### src/rtl/ppi8255.sv
`timescale 1ns/1ps
// ppi8255 - mode-0 parallel peripheral interface (i8255 / KR580VV55 subset).
//
// Three 8-bit ports with programmable direction, per-port output latches,
// port C bit set/reset and a registered CPU read path.
//
// Write handshake: a register write happens once per rising edge of the
// qualified level strobe (ce & wr). The strobe may stay high for any number of
// cycles and still produce exactly one update. To write again it must drop for
// at least one cycle.
//
// Ports:
//   clk, reset          system clock, asynchronous active-high reset
//   ce, rd, wr          chip select, read strobe and write strobe (levels)
//   a[1:0]              register select: 0=PA, 1=PB, 2=PC, 3=control
//   idata[7:0]          CPU write data
//   odata[7:0]          CPU read data, registered; 8'hFF when not reading
//   pa_i, pb_i, pc_i    port input pins
//   pa_o, pb_o, pc_o    port output pins (an input-mode port idles high)
module ppi8255 #(
  parameter logic [7:0] RESET_CW = 8'h9B
) (
  input  logic       clk,
  input  logic       reset,
  input  logic       ce,
  input  logic       rd,
  input  logic       wr,
  input  logic [1:0] a,
  input  logic [7:0] idata,
  output logic [7:0] odata,
  input  logic [7:0] pa_i,
  input  logic [7:0] pb_i,
  input  logic [7:0] pc_i,
  output logic [7:0] pa_o,
  output logic [7:0] pb_o,
  output logic [7:0] pc_o
);

  logic [7:0] cw;
  logic [7:0] la, lb, lc;
  logic [7:0] sa, sb, sc;
  logic       wr_q;
  logic       wr_fire;
  logic [7:0] readval;

  // Direction bits of the control word (1 = input).
  logic pa_in, pb_in, pch_in, pcl_in;
  assign pa_in  = cw[4];
  assign pb_in  = cw[1];
  assign pch_in = cw[3];
  assign pcl_in = cw[0];

  assign wr_fire = ce & wr & ~wr_q;

  assign pa_o       = pa_in  ? 8'hFF : la;
  assign pb_o       = pb_in  ? 8'hFF : lb;
  assign pc_o[7:4]  = pch_in ? 4'hF  : lc[7:4];
  assign pc_o[3:0]  = pcl_in ? 4'hF  : lc[3:0];

  // Read value uses pre-write state, so a simultaneous read and write returns
  // the old contents in that cycle.
  always_comb begin
    readval = 8'hFF;
    case (a)
      2'd0: readval = pa_in ? sa : la;
      2'd1: readval = pb_in ? sb : lb;
      2'd2: begin
        readval[7:4] = pch_in ? sc[7:4] : lc[7:4];
        readval[3:0] = pcl_in ? sc[3:0] : lc[3:0];
      end
      default: readval = 8'hFF;
    endcase
  end

  always_ff @(posedge clk or posedge reset) begin
    if (reset) begin
      cw    <= RESET_CW;
      la    <= 8'h00;
      lb    <= 8'h00;
      lc    <= 8'h00;
      sa    <= 8'hFF;
      sb    <= 8'hFF;
      sc    <= 8'hFF;
      wr_q  <= 1'b0;
      odata <= 8'hFF;
    end else begin
      wr_q  <= ce & wr;
      sa    <= pa_i;
      sb    <= pb_i;
      sc    <= pc_i;
      odata <= (ce & rd) ? readval : 8'hFF;
      if (wr_fire) begin
        case (a)
          2'd0: la <= idata;
          2'd1: lb <= idata;
          2'd2: lc <= idata;
          default: begin
            if (idata[7]) begin
              // Mode set: new directions, all latches cleared.
              cw <= idata;
              la <= 8'h00;
              lb <= 8'h00;
              lc <= 8'h00;
            end else begin
              // Port C bit set/reset, regardless of nibble direction.
              lc[idata[3:1]] <= idata[0];
            end
          end
        endcase
      end
    end
  end

endmodule
### config.mk
export PLATFORM = sky130hd
export DESIGN_NAME = ppi8255
export DESIGN_NICKNAME = d
export VERILOG_FILES = /design/src/rtl/ppi8255.sv
export SDC_FILE = /design/constraint.sdc
export NUM_CORES = 1
export LEC_CHECK = 0
export ABC_CLOCK_PERIOD_IN_PS = 2200
export CORE_UTILIZATION = 40
export DETAILED_ROUTE_END_ITERATION = 8
export PLACE_DENSITY_LB_ADDON = 0.3
export REMOVE_ABC_BUFFERS = 1
export SYNTH_ARGS = -nofsm -noshare
export SYNTH_HDL_FRONTEND = slang
export SYNTH_SLANG_ARGS = --single-unit
### constraint.sdc
create_clock -name clk -period 2.2 [get_ports clk]
set_input_delay 0.44 -clock clk [delete_from_list [all_inputs] [get_ports clk]]
set_output_delay 0.44 -clock clk [all_outputs]
set_load 0.03 [all_outputs]
==> summary.md <==
| Metric | Value |
|---|---|
| Arrival time at the worst endpoint | `1660 ps` |
| Most used flip-flop cell after synthesis | `dfstp_2` |
| Share of flip-flops with an asynchronous set or reset | `1.00` |
| Clock buffer depth | `2` |
| FILL cells | `604` |
| PD cells | `857 mW/mm2` |
| Pins over their slew limit | `0` |
| Most common cell in the netlist | `dfstp_2` |
| Fin crit share | `0.953` |
| Synth Instances | `255` |
| Final net count | `387` |
| Final WL | `6870 um` |
| Largest family of logic cells by synthesized area | `simple AND/OR/NAND/NOR gates` |
| First-pass GRT wire length | `11,100 um` |
| Die width | `88.0 um` |
| Synth Area in Adders | `0.0169` |
| Crit path required time | `1760 ps` |
| Seq/Total Area, Yosys | `0.532` |
| Routed vias | `between 2,000 and 2,500` |
| Hold Path Class | `input pin to async pin` |
| Boundary Pins | `71` |
| Placed inst area | `0.00388 mm2` |
| CTS Buf Count | `9` |
| Clk_skew | `4.32 ps` |
| Worst-margin pin slew | `338 ps` |
| Row cnt | `30` |
| Max_cap viols | `0` |
| Routed Antenna Nets | `0` |
| Synth-to-layout area growth | `37.2%` |
| DRT iter0 DRCs | `199` |
| Synth Register Bits | `61` |
| Slowest cell on the critical path | `dfstp_2` |
| Final Hold Fails | `0` |
| Startpoint Class | `flip-flop` |
| Library cells used by synthesis | `38` |
| Total congestion overflow | `0` |
| Initial antenna violation count | `0` |
| Pleak | `0.00177 uW` |
| Clk sinks | `61` |
| Pwr Total | `between 3000 and 4000 uW` |
| Port bufs | `70` |
| CTS tree | `built` |
| Critical path class | `flip-flop to output port` |
| CP Capture Type | `output port` |
| Max Freq | `about 480 MHz` |
| Mux contribution to synthesized area | `0.151` |
| Post-DR wirelength/cell | `15.5 um` |
| Worst-path maximum fanout | `12` |
| CTS H-tree lvls | `3` |
| Hold_buf cts | `0` |
| # DRC | `0` |
| Simple-gate area share of the yosys netlist | `0.162` |
| Vias in the first global route | `around 2,200` |
| Main area contributors after synthesis | `dfstp_2, dfrtp_1, mux2_2` |
| Post-synth EDFFs | `0` |
| Setup TNS | `0 ps` |
| Final setup viols | `0` |
| Skew-Pair Late Insertion Delay | `330 ps` |
| Post-synth top area share | `0.320` |
| R2r worst-path depth | `3` |
| Drt via density | `4.95` |
| Routability cong. | `0.826` |
| Initial core utilization | `0.423` |
| Post-route cell area | `just over 0.004 mm2` |
| Crit path largest cell delay | `640 ps` |
| First drt pass iteration count | `4` |
| Largest net degree at the start of global routing | `62` |
| Slew headroom | `0.774` |
| Unrepaired setup endpoints after global routing | `no` |
| Minimum clock period | `2100 ps` |
| Ys Warns | `0` |
| Max VDD drop | `roughly 370 uV` |
| Die Y | `88.0 um` |
| DP Wirelength | `4840 um` |
| Area share of xor/xnor cells in the synthesized design | `0` |
| Status | `complete, no violations` |
| Dominant cell type by area after synthesis | `dfstp_2` |
| CP cell instances | `buf_4, or2_2, dlygate4sd2_1` |
| Leading cell types by count after synthesis | `dfstp_2, mux2_2, dfrtp_1, or2_2, inv_1` |
| Worst-path clk slew | `roughly 60 ps` |
| All-Layer GR Usage | `0.195` |
| Compound-Gate Fraction of Synth Area | `0.0834` |
| CORE AREA | `0.00698 mm2` |
| Root Buffer | `clkbuf_8` |
| Antenna cells | `0` |
| Fraction of layout cells with a size suffix above 1 | `0.391` |
| Die area | `0.00774 mm2` |
| Synth Area per Inst | `11.6 um2` |
| Cell area after synthesis | `0.00296 mm2` |
-- final timing paths --
kind	startpoint	to	slack, ps
max	cw[1]$_DFFE_PP1P_	pb_o[0]	100
min	reset	la[4]$_DFFE_PP0P_	490
max reg2reg	wr_q$_DFF_PP0_	lb[3]$_DFFE_PP0P_	600
min reg2reg	lb[7]$_DFFE_PP0P_	lb[7]$_DFFE_PP0P_	530
max in group asynchronous	reset	sb[0]$_DFF_PP1_	1400
min in group clk	pa_i[5]	sa[5]$_DFF_PP1_	510
-- sequential cells by signal (all words and copies together), names as in the netlist --
register	flops
la	8
lb	8
odata	8
cw	4
lc	8
wr_q	1
sa	8
sb	8
sc	8
-- critical path: cells and delay by family, from the launching register on --
family	cells	cell delay (ps)
buffers and inverters	2	580
AND/OR/NAND/NOR	1	100
flip-flops	1	640
-- what timing repair did --
| action | CTS | global route |
|---|---|---|
| setup endpoints to repair | 20 | 4 |
| gates resized for setup | 21 | 4 |
| setup buffers | 3 | 0 |
-- placed cells by master, fill, tap and decap left out, types with 4 or more instances in the layout --
master,instances
clkdlybuf4s50_1,46
dfstp_2,35
mux2_2,28
or2_2,25
dfrtp_1,25
buf_4,25
inv_1,20
dlygate4sd2_1,20
nand2_1,19
mux2i_1,13
clkbuf_8,11
a22oi_1,8
nand3_1,8
a22o_1,8
a211oi_1,7
nor2_1,5
a21oi_1,5
ha_1,4
dlymetal6s2s_1,4
-- final cells by class --
type / instances / area, um2 / area share
Inverter: 21 / 78.8 / 0.0194
Tap cell: 96 / 120 / 0.0296
Multi-Input combinational cell: 155 / 1220 / 0.301
Clock inverter: 2 / 10.0 / 0.00247
Clock buffer: 13 / 159 / 0.0392
Timing Repair Buffer: 96 / 893 / 0.220
Sequential cell: 61 / 1580 / 0.388
-- cells by family after synthesis --
kind of cell / after synthesis
AOI/OAI and AO/OA: 33
adders and majority gates: 4
buffers and inverters: 39
DFF: 61
muxes: 41
and+or+nand+nor: 77
-- report_power, final --
group	switching, uW	internal (uW)
registers	140	1320
clock network	392	461
logic	600	570
-- metrics by stage --
step | setup WS (ps) | hold slack (ps) | cells | util
final | 104 | 486 | 444 | 0.581
after global routing | 50.6 | 496 | 444 | 0.581
after CTS | 0.316 | 495 | 444 | 0.580
after detailed placement | -70.3 | 504 | 426 | 0.555
after global placement | -37.2 | 507 | 426 | 0.555
after floorplan | 253 | 444 | 237 | -
-- routing by layer --
layer  GRT usage  vias up  wire length [um]
li1            -     1053                 -
met5           0        -                 0
met2       0.302       56              3300
met4      0.0894        0               117
met1       0.272     1079              3170
met3      0.0254       10               278
Note: power is estimated with default switching activity, not from simulation.
